<file path="config.mk">
export PLATFORM = sky130hd
export DESIGN_NAME = conv_encoder
export DESIGN_NICKNAME = d
export VERILOG_FILES = /design/src/rtl/conv_pkg.sv /design/src/rtl/conv_dibit_step.sv /design/src/rtl/conv_encoder.sv
export SDC_FILE = /design/constraint.sdc
export NUM_CORES = 1
export LEC_CHECK = 0
export ABC_AREA = 1
export ABC_CLOCK_PERIOD_IN_PS = 3200
export CORE_ASPECT_RATIO = 0.8
export CORE_MARGIN = 1.5
export CORE_UTILIZATION = 41
export DETAILED_ROUTE_END_ITERATION = 12
export PLACE_DENSITY = 0.7
export SYNTH_ARGS = -nofsm -noshare
export SYNTH_HDL_FRONTEND = slang
export SYNTH_SLANG_ARGS = --single-unit
</file>
<file path="constraint.sdc">
create_clock -name clk -period 3.2 [get_ports clk]
set_clock_uncertainty 0.05 [all_clocks]
set_input_delay 0.48 -clock clk [delete_from_list [all_inputs] [get_ports clk]]
set_output_delay 0.48 -clock clk [all_outputs]
set_load 0.005 [all_outputs]
</file>
<file path="src/rtl/conv_pkg.sv">
// Shared definitions for the radix-4 rate-1/2 convolutional encoder:
// FSM state encoding, default code parameters and the parity helper.
// The Viterbi decoder imports the same DEF_K / DEF_G0 / DEF_G1 values.
package conv_pkg;

  localparam int           DEF_K       = 3;
  localparam logic [2:0]   DEF_G0      = 3'b111;
  localparam logic [2:0]   DEF_G1      = 3'b101;
  localparam int           TAIL_DIBITS = (DEF_K - 1) / 2;

  typedef enum logic [1:0] {
    IDLE   = 2'd0,
    ENCODE = 2'd1,
    FLUSH  = 2'd2,
    DONE   = 2'd3
  } enc_state_e;

  // Coded bit = parity of the register window masked by a generator.
  function automatic logic gen_bit(input logic [DEF_K-1:0] r, input logic [DEF_K-1:0] g);
    return ^(r & g);
  endfunction

endpackage

</file>
<file path="src/rtl/conv_dibit_step.sv">
// Combinational two-bit step of the convolutional encoder.
// Bit[1] of the dibit is shifted in first, then bit[0]; the symbol is
// {c0, c1} of the first bit followed by {c0, c1} of the second.
module conv_dibit_step
  import conv_pkg::*;
#(
  parameter int             K  = DEF_K,
  parameter logic [K-1:0]   G0 = DEF_G0,
  parameter logic [K-1:0]   G1 = DEF_G1
) (
  input  logic [K-2:0] state_i,
  input  logic [1:0]   dibit_i,
  output logic [3:0]   sym_o,
  output logic [K-2:0] state_o
);

  logic [K-1:0] r_hi;
  logic [K-1:0] r_lo;
  logic [K-2:0] s_mid;

  // Two chained single-bit encoder steps, newest bit at the MSB.
  always_comb begin
    r_hi    = {dibit_i[1], state_i};
    s_mid   = {dibit_i[1], state_i[K-2:1]};
    r_lo    = {dibit_i[0], s_mid};
    state_o = {dibit_i[0], s_mid[K-2:1]};
    sym_o   = {gen_bit(r_hi, G0), gen_bit(r_hi, G1),
               gen_bit(r_lo, G0), gen_bit(r_lo, G1)};
  end

endmodule

</file>
<file path="src/rtl/conv_encoder.sv">
// Framed radix-4 rate-1/2 convolutional encoder with zero-tail flush.
// Handshakes: a transfer happens on a rising edge where valid && ready
// && en are all high; the output slot is one register, so it can be
// refilled in the same cycle that its content is accepted.
// Optional macro ENC_FRAME_CNT_EN adds an 8-bit completed-frame counter.
module conv_encoder
  import conv_pkg::*;
#(
  parameter int           K            = DEF_K,
  parameter logic [K-1:0] G0           = DEF_G0,
  parameter logic [K-1:0] G1           = DEF_G1,
  parameter int           FRAME_DIBITS = 8
) (
  input  logic       clk,
  input  logic       rst,
  input  logic       en,
  input  logic       start,
  input  logic       in_valid,
  output logic       in_ready,
  input  logic [1:0] in_dibit,
  output logic       out_valid,
  input  logic       out_ready,
  output logic [3:0] out_sym,
  output logic       out_last,
  output logic       busy,
  output logic       done,
  output logic [1:0] dbg_state
`ifdef ENC_FRAME_CNT_EN
  ,
  output logic [7:0] frame_cnt
`endif
);

  localparam int TAIL  = (K - 1) / 2;
  localparam int CNT_W = $clog2(FRAME_DIBITS + TAIL + 1);

  enc_state_e       state_q, state_d;
  logic [K-2:0]     s_q, s_d;
  logic [CNT_W-1:0] cnt_q, cnt_d;
  logic [3:0]       sym_q, sym_d;
  logic             valid_q, valid_d;
  logic             last_q, last_d;
  logic             done_q, done_d;

  logic             slot_free;
  logic             accept;
  logic [3:0]       enc_sym, tail_sym;
  logic [K-2:0]     enc_state, tail_state;

  conv_dibit_step #(.K(K), .G0(G0), .G1(G1)) u_step_data (
    .state_i (s_q),
    .dibit_i (in_dibit),
    .sym_o   (enc_sym),
    .state_o (enc_state)
  );

  conv_dibit_step #(.K(K), .G0(G0), .G1(G1)) u_step_tail (
    .state_i (s_q),
    .dibit_i (2'b00),
    .sym_o   (tail_sym),
    .state_o (tail_state)
  );

  assign slot_free = !valid_q || out_ready;
  assign accept    = valid_q && out_ready;

  // State and datapath registers; en=0 freezes everything.
  always_ff @(posedge clk or posedge rst) begin
    if (rst) begin
      state_q <= IDLE;
      s_q     <= '0;
      cnt_q   <= '0;
      sym_q   <= '0;
      valid_q <= 1'b0;
      last_q  <= 1'b0;
      done_q  <= 1'b0;
    end else begin
      state_q <= state_d;
      s_q     <= s_d;
      cnt_q   <= cnt_d;
      sym_q   <= sym_d;
      valid_q <= valid_d;
      last_q  <= last_d;
      done_q  <= done_d;
    end
  end

  // Next-state logic: frame sequencing, encode/flush steps, slot handling.
  always_comb begin
    state_d = state_q;
    s_d     = s_q;
    cnt_d   = cnt_q;
    sym_d   = sym_q;
    valid_d = valid_q;
    last_d  = last_q;
    done_d  = done_q;
    if (en) begin
      done_d = 1'b0;
      if (accept) begin
        valid_d = 1'b0;
        last_d  = 1'b0;
      end
      case (state_q)
        IDLE: begin
          if (start) begin
            state_d = ENCODE;
            cnt_d   = '0;
          end
        end
        ENCODE: begin
          if (in_valid && slot_free) begin
            sym_d   = enc_sym;
            s_d     = enc_state;
            valid_d = 1'b1;
            last_d  = 1'b0;
            if (cnt_q == CNT_W'(FRAME_DIBITS - 1)) begin
              state_d = FLUSH;
              cnt_d   = '0;
            end else begin
              cnt_d = cnt_q + CNT_W'(1);
            end
          end
        end
        FLUSH: begin
          if (slot_free) begin
            sym_d   = tail_sym;
            s_d     = tail_state;
            valid_d = 1'b1;
            if (cnt_q == CNT_W'(TAIL - 1)) begin
              last_d  = 1'b1;
              state_d = DONE;
              cnt_d   = '0;
            end else begin
              last_d = 1'b0;
              cnt_d  = cnt_q + CNT_W'(1);
            end
          end
        end
        DONE: begin
          if (accept && last_q) begin
            done_d  = 1'b1;
            state_d = IDLE;
            s_d     = '0;
          end
        end
        default: state_d = IDLE;
      endcase
    end
  end

  assign in_ready  = en && (state_q == ENCODE) && slot_free;
  assign out_valid = valid_q;
  assign out_sym   = sym_q;
  assign out_last  = last_q;
  assign busy      = (state_q == ENCODE) || (state_q == FLUSH);
  assign done      = done_q;
  assign dbg_state = state_q;

`ifdef ENC_FRAME_CNT_EN
  logic [7:0] frame_cnt_q;

  // Completed-frame counter, bumped on the edge that raises done.
  always_ff @(posedge clk or posedge rst) begin
    if (rst) begin
      frame_cnt_q <= 8'd0;
    end else if (en && done_d && !done_q) begin
      frame_cnt_q <= frame_cnt_q + 8'd1;
    end
  end

  assign frame_cnt = frame_cnt_q;
`endif

endmodule

</file>
== Yosys cells after proc, flatten, opt, wreduce, memory -nomap -nowiden ==
Index checks and enable logic that the tools add are counted.
Cells by class
  shifts and indexed selects: 0
  eq/ne operators: 10
  muxes and demuxes: 30
  reduce and logical (&&, ||, !) cells: 24
  add/subtract/negate cells: 1
  div/mod/pow operators: 0
  multiply operators: 0
  order comparisons: 0
  bitwise operators: 0
Operators with widths (number)
  $mux 4: 7
  $reduce_xor 3->1: 7
  $mux 2: 8
  $ne 2x2->1 const B: 6
  $pmux 4 s3: 1
  $reduce_and 5->1: 2
  $mux 1: 9
  $pmux 2 s4: 1
  $pmux 4 s2: 1
  $reduce_and 7->1: 1
  $pmux 2 s3: 1
  $reduce_bool 3->1: 2
  $logic_and 1x1->1: 5
  $add 4x1->4 const B: 1
  $eq 2x2->1 const B: 2
  $eq 4x3->1 const B: 1
  $logic_not 4->1: 1
  $pmux 1 s2: 2
  $reduce_and 4->1: 1
  $eq 2x1->1 const B: 1
  $logic_not 2->1: 1
  $logic_or 1x1->1: 2
  $reduce_bool 2->1: 1
  $logic_not 1->1: 1
Storage, ports and cells
  input port bits: 8
  memories: 0
  RAM bits: 0
  output and inout port bits: 11
  memory bits (read-only): 0
  logic and storage cells: 72
  bits in registers: 15
  bits in latches: 0

== Depth between registers and ports, before layout ==
  word-level depth: 5
  mapped depth: 10
  depth with buffers taken out: 9

== By module ==
From an unflattened synthesis, not the netlist that was laid out.
Unflattened totals
  cells, all modules: 198
  area total of the unflattened synthesis: 1258.7 um^2
Modules (own cells, without submodules)
  conv_encoder: sequential area each 375.4 um^2, area an instance 1058.5 um^2, cells an instance 154, times used 1
  conv_dibit_step: sequential area each 0.0 um^2, area an instance 100.1 um^2, cells an instance 22, times used 2

== Worst setup path after synthesis ==
OpenSTA, ideal clock, no wires.
  kind: register -> output
  from: register state_q[1], in the netlist dbg_state[1]
  to: output in_ready
  buffers on the path: 0
  cell stages (with the launch flop): 5
  required time: 2670 ps
  slack: 1652 ps
  arrival: 1018 ps
  cell sequence: dfrtp_1 -> inv_1 -> ha_1 -> nand2_1 -> nor2_1
On the way
  cells in the longest elaborated chain, start to end: 3
RTL lines
  start, declared: line conv_encoder.sv:37  | enc_state_e state_q, state_d;
  start signal, assigned: line conv_encoder.sv:78  | state_q <= state_d;
  $eq 2x1->1: line conv_encoder.sv:151  | assign in_ready = en && (state_q == ENCODE) && slot_free;
  $logic_and 1x1->1 (2 in series): line conv_encoder.sv:151
  end, declared: line conv_encoder.sv:19  | output logic in_ready,
Every way passes these cells.

== Worst setup path after layout ==
Ends and elaborated chain as after synthesis.

==> impl_metrics.ini <==
[outcome]
status = completed

[clocking]
cts_hold_buf = 0
insertion_delay_ns = 0.29
numCtsBuffers = 3
cts_tree = built
cts_max_path_buffers = 2
ctsResizeCount = 0
cts.clk_slew.worst_paths_ns = 0.08
htree_num_levels = 1
cts.sink_count = 15
postCtsSetupBuffers = 0
clock-root-buffer = clkbuf_4

[pwr]
ir_drop_mv = 0.300
p_leak_nw = 0.680
combPwrFrac = 0.619
switching_power_uw = 516
powerDensity_nw_per_um2 = 845
switching_share = 0.454
seqPwrFrac = 0.286
p_clk_frac = 0.095
p_int_uw = 621

[routing]
antenna_left = 0
drcViolationCount = 0
vias_per_cell = 4.74
routed_wl_um = 2250
drt_iter0_markers = 53
first_pass_iters = 4
via_count = 948
wl_per_cell_um = 11.2

[grt]
grt_pass1_vias = 936
grt.overflow.total = 0
grt_pass1_wl_um = 4060
met2_usage = 0.272
grtUsageMet3 = 0.0557
antenna_found_initial = 0
grt_max_degree = 16
grtUsageMet1 = 0.248
grt_busiest_layer = met2
grt_use_total = 0.179

[floorplan]
fp.dieH_um = 49.4
dieArea_um2 = 3010
fp.dieW_um = 61.0
rows = 16
start_util = 0.440
coreArea_um2 = 2500
io_pins = 19

[final_layout]
nets = 179
n_antenna_cell = 0
layout_common_cells = nand2_1, clkdlybuf4s50_1, dfrtp_1
final_common_cell = nand2_1
layout-drive-gt1-share = 0.159
syn2layout_area_growth_pct = 22.1

[worst_setup_path]
crit_required_ns = 2.67
setup.worst_path.start_class = register
critPathBufInv = 2
path_class = reg2out
arrival_ns = 1.91
crit_fanout = 5
crit_path_max_incr_delay_ns = 0.50
critical_path.top_delay_family = buffers and inverters
r2r_cells = 9
path_depth = 5
cp_slowest_cell = clkdlybuf4s50_1
path_cells = inv_1 -> ha_1 -> nand2_1 -> nor2_1 -> clkdlybuf4s50_1
cp-end-kind = output pin

[placement]
gp_congestion = 0.825
place_hpwl_um = 1810
pre_cts_ws_ns = 0.953
io_buffers = 18

[timing]
maxSlewHeadroom = 0.597
worst_slack_ns = 0.760
finalHoldWorstSlack_ns = 0.433
fmax_ghz = 0.410
rsz0062_at_grt = no
tightestPinTransition_ns = 0.603
min_period_ns = 2.44
setup_viol = 0
slew_violations = 0
hold_viol = 0
period_share = 0.762
tns_ns = 0

[worst_hold_path]
min_path_type = reg2reg
min_delay_path_depth = 2

[synthesis]
synth_top_area_share = 0.341
seq_area_frac_synth = 0.341
synthTopCellsByArea = dfrtp_1, nand2_1, ha_1
synth_warnings = 0
yosysUniqueCellTypes = 28
synth_area_per_cell_um2 = 7.71
synth.cell_area_um2 = 1100
synth_seq_cells = 15
synthesis.nets = 157
syn_inst = 143
synth_area_leader_cell = dfrtp_1

[run]
maxCapViolCount = 0
[area by class of cell]
type,instances,area (um2)
Multi-Input combinational cell,109,649
Timing Repair Buffer,18,180
Fill cell,243,1160
Inverter,18,70.1
Tap cell,36,45.0
Clock buffer,4,26.3
Sequential cell,15,375
[cells in the mapped netlist (all sizes together)]
| cell type | n |
|---|---|
| nand2 | 59 |
| inv | 18 |
| dfrtp | 15 |
| nor2 | 12 |
| nand3 | 10 |
| o21ai | 9 |
| ha | 6 |
| xor2 | 3 |
| a21oi | 2 |
| nor3b | 2 |
| xnor2 | 2 |
| a22oi | 1 |
| buf | 1 |
| nand3b | 1 |
| nand4 | 1 |
| or2 | 1 |
[worst reg2reg max path, stage by stage (launching register included)]
cell and delay [ns]:
dfrtp_1 0.44, inv_1 0.11, ha_1 0.39, inv_4 0.09, o21ai_1 0.19, inv_2 0.08, nand3_4 0.10, inv_2 0.05
nand2_1 0.05, nand2_1 0.05
[cell families (layout without fill, tap and decap cells)]
kind of cell	Yosys count	in the layout	share of synthesized area
xor gates and xnor gates	5	5	0.0465
AOI/OAI and AO/OA	12	12	0.0602
adders and majority gates	6	6	0.0681
DFF	15	15	0.341
buffers and inverters	19	40	0.0704
and+or+nand+nor	86	86	0.414
[routing by layer]
layer | routed length, um | vias to the layer above
li1 | - | 487
met1 | 1080 | 444
met2 | 1070 | 15
met3 | 93 | 2
met4 | 4 | 0
met5 | 0 | -
[stage by stage]
step	power, mW	cells	instance area, um2	util
2_1_floorplan	0.805	143	1100	-
3_3_place_gp	1.02	196	1320	0.528
3_5_place_dp	1.04	196	1320	0.528
4_1_cts	1.15	200	1350	0.538
5_1_grt	1.26	200	1350	0.538
6_report	1.14	200	1350	0.538
[final timing paths]
check,start,end,slack (ns)
min reg2reg,out_sym[3],out_sym[3],0.43
max reg2reg,dbg_state[0],out_sym[3],1.49
min in group asynchronous,rst,dbg_state[0],0.50
min,out_sym[3],out_sym[3],0.43
max in group asynchronous,rst,dbg_state[1],2.21
max,dbg_state[1],in_ready,0.76
[power groups by stage]
| stage | clock network [mW] | registers (mW) | logic (mW) |
|---|---|---|---|
| 3_5_place_dp | 0 | 0.330 | 0.708 |
| 3_3_place_gp | 0 | 0.323 | 0.694 |
| 4_1_cts | 0.114 | 0.325 | 0.713 |
| 5_1_grt | 0.126 | 0.338 | 0.792 |
| 2_1_floorplan | 0 | 0.324 | 0.482 |
| 6_report | 0.109 | 0.325 | 0.703 |
[state kept, by name, indices dropped and copies added, names as in the netlist]
register and cells:
out_valid 1, done 1, out_last 1, dbg_state 2
out_sym 4, cnt_q 4, s_q 2
Note: power is estimated with default switching activity, not from simulation.
